==> src/rtl/ppu_quant_ctrl.sv <==
// PPU output sequencer: quantizes signed partial sums to uint8 (shift, saturate, ReLU, +128)
// and packs four results per 32-bit word for the output buffer.
module ppu_quant_ctrl #(
    parameter int DATA_BITS = 32,
    parameter int LEN_BITS  = 16
) (
    input  logic                 clk,
    input  logic                 rst_n,
    input  logic                 cfg_start,
    input  logic [5:0]           cfg_scale,
    input  logic                 cfg_relu,
    input  logic [LEN_BITS-1:0]  cfg_len,
    output logic                 busy,
    output logic                 done,
    input  logic                 psum_valid,
    input  logic [DATA_BITS-1:0] psum_data,
    output logic                 psum_ready,
    output logic                 out_valid,
    output logic [31:0]          out_data,
    output logic [3:0]           out_strb,
    output logic                 out_last,
    input  logic                 out_ready
);

    localparam logic [1:0] S_IDLE  = 2'd0;
    localparam logic [1:0] S_RUN   = 2'd1;
    localparam logic [1:0] S_DRAIN = 2'd2;
    localparam logic [1:0] S_DONE  = 2'd3;

    localparam logic [LEN_BITS-1:0]         LEN_ONE = LEN_BITS'(1);
    localparam logic signed [DATA_BITS-1:0] SAT_MAX = DATA_BITS'(127);
    localparam logic signed [DATA_BITS-1:0] SAT_MIN = DATA_BITS'(-128);

    function automatic logic [7:0] quantize(input logic signed [DATA_BITS-1:0] x,
                                            input logic [5:0] sh,
                                            input logic relu);
        logic signed [DATA_BITS-1:0] s;
        logic signed [7:0]           q;
        s = x >>> sh;
        if (s > SAT_MAX)      q = 8'sd127;
        else if (s < SAT_MIN) q = -8'sd128;
        else                  q = s[7:0];
        if (relu && q[7]) q = 8'sd0;
        // Adding the 128 zero-point to an int8 just flips its sign bit.
        return {~q[7], q[6:0]};
    endfunction

    function automatic logic [3:0] lane_mask(input logic [1:0] l);
        case (l)
            2'd0:    return 4'b0001;
            2'd1:    return 4'b0011;
            2'd2:    return 4'b0111;
            default: return 4'b1111;
        endcase
    endfunction

    logic [1:0]          state_q, state_d;
    logic [5:0]          scale_q, scale_d;
    logic                relu_q, relu_d;
    logic [LEN_BITS-1:0] len_q, len_d;
    logic [LEN_BITS-1:0] in_cnt_q, in_cnt_d;
    logic [1:0]          lane_q, lane_d;
    logic [31:0]         pack_q, pack_d;
    logic                out_valid_q, out_valid_d;
    logic [31:0]         out_data_q, out_data_d;
    logic [3:0]          out_strb_q, out_strb_d;
    logic                out_last_q, out_last_d;

    logic [7:0]  q_byte;
    logic [31:0] word_c;
    logic        ready_c;
    logic        last_el_c;

    assign q_byte = quantize(psum_data, scale_q, relu_q);

    always_comb begin
        state_d     = state_q;
        scale_d     = scale_q;
        relu_d      = relu_q;
        len_d       = len_q;
        in_cnt_d    = in_cnt_q;
        lane_d      = lane_q;
        pack_d      = pack_q;
        out_valid_d = out_valid_q;
        out_data_d  = out_data_q;
        out_strb_d  = out_strb_q;
        out_last_d  = out_last_q;
        ready_c     = 1'b0;
        last_el_c   = (in_cnt_q == len_q - LEN_ONE);
        word_c      = pack_q | ({24'd0, q_byte} << {lane_q, 3'b000});

        case (state_q)
            S_IDLE: begin
                if (cfg_start) begin
                    scale_d  = cfg_scale;
                    relu_d   = cfg_relu;
                    len_d    = cfg_len;
                    in_cnt_d = '0;
                    lane_d   = 2'd0;
                    pack_d   = '0;
                    state_d  = (cfg_len != '0) ? S_RUN : S_DONE;
                end
            end
            S_RUN: begin
                // Stall input while a finished word is parked in the output register.
                ready_c = (in_cnt_q < len_q) && (!out_valid_q || out_ready);
                if (out_valid_q && out_ready) begin
                    out_valid_d = 1'b0;
                    out_last_d  = 1'b0;
                end
                if (psum_valid && ready_c) begin
                    in_cnt_d = in_cnt_q + LEN_ONE;
                    if (lane_q == 2'd3 || last_el_c) begin
                        out_data_d  = word_c;
                        out_strb_d  = lane_mask(lane_q);
                        out_last_d  = last_el_c;
                        out_valid_d = 1'b1;
                        lane_d      = 2'd0;
                        pack_d      = '0;
                    end else begin
                        pack_d = word_c;
                        lane_d = lane_q + 2'd1;
                    end
                    if (last_el_c) state_d = S_DRAIN;
                end
            end
            S_DRAIN: begin
                if (out_valid_q && out_ready) begin
                    out_valid_d = 1'b0;
                    out_last_d  = 1'b0;
                    state_d     = S_DONE;
                end
            end
            default: state_d = S_IDLE;
        endcase
    end

    always_ff @(posedge clk or negedge rst_n) begin
        if (!rst_n) begin
            state_q     <= S_IDLE;
            scale_q     <= '0;
            relu_q      <= 1'b0;
            len_q       <= '0;
            in_cnt_q    <= '0;
            lane_q      <= 2'd0;
            pack_q      <= '0;
            out_valid_q <= 1'b0;
            out_data_q  <= '0;
            out_strb_q  <= '0;
            out_last_q  <= 1'b0;
        end else begin
            state_q     <= state_d;
            scale_q     <= scale_d;
            relu_q      <= relu_d;
            len_q       <= len_d;
            in_cnt_q    <= in_cnt_d;
            lane_q      <= lane_d;
            pack_q      <= pack_d;
            out_valid_q <= out_valid_d;
            out_data_q  <= out_data_d;
            out_strb_q  <= out_strb_d;
            out_last_q  <= out_last_d;
        end
    end

    assign busy       = (state_q != S_IDLE);
    assign done       = (state_q == S_DONE);
    assign psum_ready = ready_c;
    assign out_valid  = out_valid_q;
    assign out_data   = out_data_q;
    assign out_strb   = out_strb_q;
    assign out_last   = out_last_q;

endmodule

==> config.mk <==
export PLATFORM = sky130hd
export DESIGN_NAME = ppu_quant_ctrl
export DESIGN_NICKNAME = d
export VERILOG_FILES = /design/src/rtl/ppu_quant_ctrl.sv
export SDC_FILE = /design/constraint.sdc
export NUM_CORES = 1
export LEC_CHECK = 0
export BUFFER_PORTS_ARGS = -buffer_cell sky130_fd_sc_hd__buf_4
export CELL_PAD_IN_SITES_DETAIL_PLACEMENT = 0
export CELL_PAD_IN_SITES_GLOBAL_PLACEMENT = 1
export CORE_MARGIN = 3
export CORE_UTILIZATION = 42
export DETAILED_ROUTE_END_ITERATION = 10
export GPL_ROUTABILITY_DRIVEN = 0
export GPL_TIMING_DRIVEN = 0
export PLACE_DENSITY_LB_ADDON = 0.1
export SYNTH_ARGS = -nofsm -noshare
export SYNTH_HDL_FRONTEND = slang
export SYNTH_SLANG_ARGS = --single-unit
==> constraint.sdc <==
create_clock -name clk -period 3.4 [get_ports clk]
set_input_delay 0.51 -clock clk [delete_from_list [all_inputs] [get_ports clk]]
set_output_delay 0.51 -clock clk [all_outputs]
set_load 0.005 [all_outputs]
==> impl_metrics.yaml, run 1 <==
placement:
  hpwl_mm: 20.5
  io_buffers: 99
cells_and_area:
  multi_input_area_sq_um: 5700
  syn_to_final_growth_pct: 31.6
  fill_cells: 1735
  antennaDiodeCount: 0
  utilization_pct: 57.1
  fin_nets: 1132
  drive_above_1_share_pct: 34.5
  area.sequential_sq_um: 2830
floorplanning:
  die_w_microns: 149
  rows: 51
  fp.coreArea_sq_um: 19700
  io_pins: 101
  start_util_pct: 43.4
  die_h_microns: 149
  dieArea_sq_um: 22100
power:
  power.density_nw_per_um2: 876
  irDropWorstVdd_uv: 500
  leakagePower_nw: 4.75
logic_synthesis:
  synth_area_sq_um: 8550
  ys_seq_area_share_pct: 33.1
  syn_inst: 891
  yosysWarnings: 0
  synth_edf_count: 0
  synth_fp_nets: 976
  synth.distinct_cells: 81
  synth_flop_cell: "dfrtp_1"
  ys_ff_latch: 113
  async_reset_ff_share_pct: 100
  synth.avg_cell_area_sq_um: 9.60
route:
  routedWlPerCell_microns: 21.5
  drt_iter0_drc: 656
  ant_nets: 0
  via_per_inst: 6.15
  num_vias: 8144
  detail_route.first_pass.iterations: 5
  drc_errors: 0
  wl_mm: 28.5
timing:
  timing_hold_violations_final: 0
  max_freq_mhz: 300
  timing.final.crit_share_pct: 98.2
  tightestPinTransition_ns: 0.706
  hold_slack_ns: 0.329
  maxSlewViolCount: 0
  finClkSkew_ns: 0.00952
  setup_viol: 0
  rsz0062_at_grt: "yes"
  slew-limit-headroom_pct: 52.5
  fin_crit_ns: 3.34
setup_path:
  critPathRequiredTime_ns: 3.69
  cp_common_cell: "mux4_2"
  critPathCapture: "pack_q[5]"
  critPathMaxStageDelay_ns: 0.54
  rrSetupSlack_ns: 0.06
  crit_chain: "buf_6 -> buf_4 -> mux4_2 -> mux4_2 -> a221o_1 -> nor3_2 -> and4_4 -> a32oi_4 -> buf_8 -> nor2_8 -> o221ai_2"
  r2r-start: "scale_q[1]"
  reg2reg_depth: 11
  crit_slowest_cell: "mux4_2"
  path_max_fanout: 8
  arrival_ns: 3.63
  r2r_end: "pack_q[5]"
  cp.buffers_inverters: 3
  path_depth: 11
  cp-end-kind: "register"
  critical-path-top-delay-family: "multiplexers"
  criticalPathCategory: "register to register"
  worst_setup_path_start_kind: "register"
  critPathLaunch: "scale_q[1]"
hold_path:
  min_from: "cfg_scale[1]"
  hold_path_class: "input pin to register"
cts:
  numCtsBuffers: 17
  cts.htree.levels: 4
  clock_latency_ns: 0.42
  cts.path.max_buffers: 2
  root_buffer: "clkbuf_16"
  clk_pin_slew_ns: 0.06
  cts.sinks: 113
  cts_tree: "done"
grt:
  grt_max_degree: 92
  antenna_found_initial: 0
  grt.met1_usage_pct: 35.8
  grt_use_met2_pct: 39.6
  top_usage_layer: "met2"
  grt_pass1_wl_mm: 44.6
  grt_usage_pct: 25.5
  first_global_vias: 7993
  overflow: 0
  grt_use_met3_pct: 5.85
run_status:
  outcome: "finished, final reports clean"
run:
  max_cap_viol_count: 0
==> cells in the mapped netlist, drive strengths merged (25+ instances only) <==
master / number / area (sq um)
mux2: 32 / 360
nand2: 78 / 293
nor2: 50 / 234
buf: 27 / 173
mux2i: 35 / 350
o21ai: 51 / 255
o221ai: 35 / 307
clkbuf: 36 / 135
a21oi: 25 / 125
mux4: 35 / 792
nor3: 27 / 135
inv: 64 / 240
ha: 25 / 313
dfrtp: 113 / 2830
==> metrics by stage <==
stage | TNS [ns] | cell area [sq um] | worst slack [ns] | total power (W) | std cells
floorplan | 0 | 8550 | 0.236 | 0.00555 | 891
global placement | -46.37 | 9620 | -0.781 | 0.00707 | 1255
detailed placement | -38.81 | 9660 | -0.653 | 0.00706 | 1256
CTS | -0.0672 | 10700 | -0.0111 | 0.00928 | 1307
global route | -0.815 | 11300 | -0.0729 | 0.0104 | 1325
finish | 0 | 11300 | 0.0620 | 0.00986 | 1325
==> repair_timing <==
action | CTS | global route
hold endpoints to repair | 22 | 0
buffers inserted | 18 | 18
setup endpoints to repair | 74 | 75
cloned | 1 | 2
hold buffers | 1 | 0
gates resized for setup | 70 | 77
pin swaps | 17 | 25
==> worst min path at each step <==
stage               cells past startpoint           to
floorplan                               0  in_cnt_q[0]
global placement                        1  out_strb[0]
detailed placement                      1    len_q[14]
CTS                                     2   scale_q[1]
global route                            2     len_q[5]
finish                                  2   scale_q[1]
==> cell usage in the layout, fill, tap and decap left out, types with 20 or more instances in the layout <==
cell type and count:
dfrtp_1 111, clkbuf_1 23, nor3_1 20, a21oi_1 21, nand2_1 78, mux4_2 35
buf_4 137, mux2_2 31, o21ai_0 48, mux2i_1 28, nor2_1 42, inv_1 62
ha_1 25
==> kinds of logic (layout without fill, tap and decap cells) <==
family / Yosys count / after routing / share of synthesized area (%)
flip-flops: 113 / 113 / 33.1
AND/OR/NAND/NOR: 256 / 256 / 15.7
buffers and inverters: 128 / 297 / 6.45
XOR/XNOR: 26 / 26 / 2.66
adder cells (fa/ha/maj): 25 / 25 / 3.66
multiplexers: 102 / 102 / 17.6
AO/OA/AOI/OAI: 241 / 241 / 20.9
==> layer usage <==
metal / up-vias / wire length [microns] / share of wire (%)
li1: 3716 / - / -
met1: 4042 / 12800 / 45
met2: 345 / 13300 / 47
met3: 41 / 1870 / 6.5
met4: 0 / 486 / 1.7
met5: - / 0 / 0
==> report_power, final <==
part | total [W] | leakage (nW) | switching [W] | internal [W]
clock | 0.00179 | 0.275 | 0.000677 | 0.00112
sequential | 0.00205 | 1.51 | 0.000373 | 0.00168
combinational | 0.00602 | 2.97 | 0.00339 | 0.00263
total | 0.00986 | 4.75 | 0.00444 | 0.00543
==> state kept, by name, indices dropped and copies added, names as in the netlist <==
| name | cells |
|---|---|
| state_q | 2 |
| scale_q | 6 |
| len_q | 16 |
| relu_q | 1 |
| out_data | 32 |
| out_strb | 4 |
| out_valid | 1 |
| lane_q | 2 |
| in_cnt_q | 16 |
| out_last | 1 |
| pack_q | 32 |
==> cell type report <==
type,count,area share [%]
Sequential cell,113,25.1
Buffer,60,3.37
Inverter,65,2.17
Timing Repair Buffer,140,10.5
Clock buffer,20,4.06
Clock inverter,12,1.19
Multi-Input combinational cell,650,50.7
Tap cell,265,2.95
Note: power is estimated with default switching activity, not from simulation.
==> inputs of run 2 (changes only) <==
--- a/config.mk
+++ b/config.mk
@@ -5,10 +5,9 @@
 export SDC_FILE = /design/constraint.sdc
 export NUM_CORES = 1
 export LEC_CHECK = 0
-export BUFFER_PORTS_ARGS = -buffer_cell sky130_fd_sc_hd__buf_4
+export BUFFER_PORTS_ARGS = -buffer_cell sky130_fd_sc_hd__buf_2
 export CELL_PAD_IN_SITES_DETAIL_PLACEMENT = 0
 export CELL_PAD_IN_SITES_GLOBAL_PLACEMENT = 1
-export CORE_MARGIN = 3
 export CORE_UTILIZATION = 42
 export DETAILED_ROUTE_END_ITERATION = 10
 export GPL_ROUTABILITY_DRIVEN = 0
==> run 2 against run 1 <==
  * Cell area down 2.6%
  * Critical path depth grew 1
  * Sequential share of layout area grew 0.68 points
  * Clock-buffer cell count is 2 higher
  * Hold slack gained 0.0028 ns
  * First-iteration DRC count rose by 10%
  * Highest routed layer unchanged
  * Global-route usage rose by 2.1 points
  * Core utilization down 1.5 points
  * Non-clock buffer count down 6
  * Combinational power down 3.3%
  * Critical path type unchanged
==> impl_metrics.yaml, run 2 (same netlist as run 1, synthesis figures left out) <==
placement:
  pre_cts_ws_ns: -0.795
  io_buffers: 99
  hpwl_mm: 20.2
  dpl.cell_count: 1256
cts:
  root_buffer: "clkbuf_16"
  clock_latency_ns: 0.42
  cts.sinks: 113
  cts.htree.levels: 4
  numCtsBuffers: 17
  clk_pin_slew_ns: 0.06
  cts.path.max_buffers: 2
  cts_tree: "done"
power:
  p_int_w: 0.00562
  p_sw_w: 0.00436
  power.density_nw_per_um2: 910
  seq_power_share_pct: 20.9
  clkPwrFrac_pct: 20.8
  leakagePower_nw: 4.70
  swShare_pct: 43.7
  combPwrFrac_pct: 58.3
  irDropWorstVdd_uv: 494
  power.total_w: 0.00998
run_status:
  outcome: "finished, final reports clean"
timing:
  finClkSkew_ns: 0.0145
  fin_ws_ns: 0.0654
  rsz0062_at_grt: "yes"
  timing_hold_violations_final: 0
  fin_crit_ns: 3.33
  maxSlewViolCount: 0
  timing.final.crit_share_pct: 98.1
  max_freq_mhz: 300
  tightestPinTransition_ns: 0.760
  setup_viol: 0
  slew-limit-headroom_pct: 49.3
setup_path:
  critPathRequiredTime_ns: 3.69
  critPathCapture: "out_data[5]"
  worst_setup_path_start_kind: "register"
  path_max_fanout: 8
  r2r-start: "scale_q[1]"
  critPathLaunch: "scale_q[1]"
  reg2reg_depth: 12
  rrSetupSlack_ns: 0.07
  cp-end-kind: "register"
  criticalPathCategory: "register to register"
  r2r_end: "out_data[5]"
  arrival_ns: 3.62
floorplanning:
  die_h_microns: 145
  rows: 51
  die_w_microns: 145
  fp.coreArea_sq_um: 19700
  start_util_pct: 43.4
  io_pins: 101
  dieArea_sq_um: 20900
cells_and_area:
  fin_nets: 1126
  utilization_pct: 55.6
  syn_to_final_growth_pct: 28.2
  drive_above_1_share_pct: 33.7
  layout_common_cells: "dfrtp_1, buf_2, nand2_1, inv_1, o21ai_0"
  final_common_cell: "dfrtp_1"
  instances_no_fill: 1318
  antennaDiodeCount: 0
grt:
  grt_pass1_wl_mm: 43.3
  antenna_found_initial: 0
  first_global_vias: 7762
  grt_max_degree: 80
  grt_usage_pct: 27.6
  overflow: 0
route:
  drc_errors: 0
  detail_route.first_pass.iterations: 5
  ant_nets: 0
  via_per_inst: 6.15
  drt_iter0_drc: 724
  routedWlPerCell_microns: 21.2
  wl_mm: 28.0
  num_vias: 8102
run:
  max_cap_viol_count: 0
hold_path:
  hold_path_class: "input pin to register"
run 2: cell types whose count changed in the layout (fill, tap and decap cells not counted), sizes merged:
cell      delta
clkinvlp     -4
inv          -1
clkbuf       -3
bufinv       +4
clkinv       -2
buf          -1
run 2: worst min-delay path by stage:
| stage | from | endpoint | slack [ns] | cells past startpoint |
|---|---|---|---|---|
| finish | cfg_scale[1] | scale_q[1] | 0.33 | 2 |
| global route | cfg_scale[1] | scale_q[1] | 0.32 | 2 |
| CTS | cfg_scale[1] | scale_q[1] | 0.32 | 2 |
| detailed placement | rst_n | len_q[10] | 0.44 | 1 |
| global placement | out_strb[0] | out_strb[0] | 0.45 | 1 |
| floorplan | rst_n | in_cnt_q[0] | 0.21 | 0 |
run 2: worst max-delay path: stages (launching register included):
cell and delay, ns:
dfrtp_1 0.34, buf_6 0.13, buf_12 0.12, buf_4 0.11, mux4_2 0.49, mux4_2 0.49
a221o_1 0.35, nor3_2 0.21, and4_4 0.27, a32oi_4 0.15, buf_8 0.19, nor2_8 0.23
o221ai_2 0.13
run 2: timing repair:
action,in CTS,in global routing
setup buffers,22,13
hold buffers,1,0
pin swaps,16,26
endpoints found under the setup margin,74,75
resized for setup,66,61
endpoints found under the hold margin,7,0
gates cloned,1,0
run 2: power by group through the flow:
stage | Sequential, W | Clock, W | Combinational, W
2_1_floorplan | 0.00192 | 0 | 0.00363
3_3_place_gp | 0.00202 | 0 | 0.00497
3_5_place_dp | 0.00202 | 0 | 0.00495
4_1_cts | 0.00202 | 0.00210 | 0.00543
5_1_grt | 0.00214 | 0.00216 | 0.00623
6_report | 0.00209 | 0.00207 | 0.00582
run 2: per-stage QoR:
step                hold WS [ns]  setup TNS (ns)  cell area, sq um
finish                     0.332               0             11000
global route               0.323          -0.162             11000
global placement           0.448          -42.55              9380
floorplan                  0.214               0              8550
detailed placement         0.437          -45.85              9410
CTS                        0.322               0             10600
run 2: layout make-up:
type	count	area, sq um
fill	1760	8760
multi-input combinational	650	5660
sequential	113	2830
timing repair buffer	136	856
clock buffer	22	474
buffer	58	358
tap	265	332
inverter	65	248
clock inverter	9	203
run 2: per-layer routing:
layer  up-vias  GRT usage [%]  part of all wire [%]  wire length [microns]
met5         -              0                     0                      0
met4         0           7.76                   1.7                    470
met3        39           4.90                   6.4                   1780
met2       322           44.2                    47                  13200
met1      4036           38.1                    45                  12500
li1       3705              -                     -                      -
==> inputs of run 3 (changes only) <==
--- a/config.mk
+++ b/config.mk
@@ -13,6 +13,7 @@
 export GPL_ROUTABILITY_DRIVEN = 0
 export GPL_TIMING_DRIVEN = 0
 export PLACE_DENSITY_LB_ADDON = 0.1
+export SKIP_LAST_GASP = 1
 export SYNTH_ARGS = -nofsm -noshare
 export SYNTH_HDL_FRONTEND = slang
 export SYNTH_SLANG_ARGS = --single-unit
==> constraint.sdc (replaced) <==
create_clock -name clk -period 3.4 [get_ports clk]
set_input_delay 0.51 -clock clk [delete_from_list [all_inputs] [get_ports clk]]
set_output_delay 0.51 -clock clk [all_outputs]
set_load 0.1 [all_outputs]
==> run 3 against run 2 <==
  * Clock power hardly changed
  * Worst setup slack worse by 0.041 ns
  * Via count is 0.36% lower
  * Die area stayed put
  * Critical path type unchanged
  * Largest cell class unchanged
  * Largest power group unchanged
==> impl_metrics.yaml, run 3 (same netlist as run 1, synthesis figures left out) <==
hold_path:
  hold_path_class: "input pin to register"
cts:
  cts.sinks: 113
  numCtsBuffers: 17
  clk_pin_slew_ns: 0.05
  cts.path.max_buffers: 2
  clock_latency_ns: 0.42
  root_buffer: "clkbuf_16"
  cts.htree.levels: 4
  cts_tree: "done"
timing:
  setup_viol: 0
  timing_hold_violations_final: 0
  maxSlewViolCount: 0
  timing.final.crit_share_pct: 99.3
  fin_crit_ns: 3.38
  rsz0062_at_grt: "yes"
  finClkSkew_ns: 0.00876
  max_freq_mhz: 296
  tightestPinTransition_ns: 0.755
  slew-limit-headroom_pct: 48.2
floorplanning:
  rows: 51
  dieArea_sq_um: 20900
  die_h_microns: 145
  start_util_pct: 43.4
  io_pins: 101
  fp.coreArea_sq_um: 19700
  die_w_microns: 145
setup_path:
  rrSetupSlack_ns: 0.02
  criticalPathCategory: "register to register"
  cp-end-kind: "register"
  arrival_ns: 3.65
  path_max_fanout: 8
  worst_setup_path_start_kind: "register"
  critPathRequiredTime_ns: 3.67
cells_and_area:
  final_common_cell: "dfrtp_1"
  drive_above_1_share_pct: 33.1
  fin_nets: 1123
  syn_to_final_growth_pct: 27.6
  layout_common_cells: "dfrtp_1, buf_2, nand2_1, inv_1, o21ai_0"
  utilization_pct: 55.3
  antennaDiodeCount: 0
  instances_no_fill: 1315
run_status:
  outcome: "finished, final reports clean"
grt:
  overflow: 0
  grt_max_degree: 80
  grt_pass1_wl_mm: 43.3
  grt_use_met3_pct: 4.90
  first_global_vias: 7762
  grt.met1_usage_pct: 38.1
  grt_use_met2_pct: 44.2
  grt_usage_pct: 27.6
  top_usage_layer: "met2"
  antenna_found_initial: 0
route:
  via_per_inst: 6.14
  detail_route.first_pass.iterations: 5
  num_vias: 8073
  ant_nets: 0
  wl_mm: 27.8
  drt_iter0_drc: 688
  routedWlPerCell_microns: 21.1
  drc_errors: 0
placement:
  io_buffers: 99
  hpwl_mm: 20.2
  dpl.cell_count: 1256
power:
  leakagePower_nw: 4.67
  irDropWorstVdd_uv: 625
  power.density_nw_per_um2: 983
run:
  max_cap_viol_count: 0
-- run 3: path summary, 6_finish.rpt --
path,start,to,cells past startpoint
worst min register to register,out_strb[0],out_strb[0],1
min in group asynchronous,rst_n,len_q[10],2
worst max register to register,scale_q[1],pack_q[30],12
max in group asynchronous,rst_n,out_data[25],3
worst min-delay path,cfg_scale[1],scale_q[1],2
worst max-delay path,scale_q[1],pack_q[30],12
-- run 3: layer usage --
metal  wire (microns)  vias up
met5                0        -
met4              461        0
met3             1780       33
met2            13200      340
met1            12300     4004
li1                 -     3696
-- run 3: repair_timing --
action,in CTS,in global routing
buffers inserted,22,9
endpoints found under the setup margin,74,76
hold buffers,1,0
pin swaps,16,23
cloned,1,0
hold endpoints to repair,7,0
resized for setup,66,57
-- run 3: where the power goes --
group / leakage [nW] / internal [W] / total [W] / switching [W]
clock: 0.330 / 0.00143 / 0.00207 / 0.000641
sequential: 1.51 / 0.00168 / 0.00209 / 0.000408
combinational: 2.84 / 0.00248 / 0.00656 / 0.00408
total: 4.67 / 0.00559 / 0.0107 / 0.00513
-- run 3: layout make-up --
type                    count  area [sq um]
fillers                  1774          8810
clock inverters             9           203
multi-input cells         650          5620
well taps                 265           332
clock buffers              22           474
flip-flops and latches    113          2830
inverters                  65           248
plain buffers              58           353
repair buffers            133           840
-- run 3: through the flow --
step / instance area (sq um) / setup WS [ns] / hold slack [ns] / setup TNS, ns / power (W)
after global placement: 9380 / -0.731 / 0.448 / -42.55 / 0.00778
after floorplan: 8550 / 0.236 / 0.214 / 0 / 0.00634
after CTS: 10600 / 0.00267 / 0.322 / 0 / 0.0103
after global routing: 10900 / -0.0898 / 0.323 / -1.41 / 0.0113
final: 10900 / 0.0240 / 0.332 / 0 / 0.0107
after detailed placement: 9410 / -0.795 / 0.437 / -45.85 / 0.00777
-- run 3: worst max-delay path: stages, from the launching register on --
cell and delay (ns):
dfrtp_1 0.34, buf_6 0.13, buf_12 0.12, buf_4 0.11, mux4_2 0.49, mux4_2 0.49
a221o_1 0.36, nor3_2 0.20, and4_4 0.28, a32oi_4 0.15, buf_12 0.17, nor2_4 0.23
o221ai_1 0.17
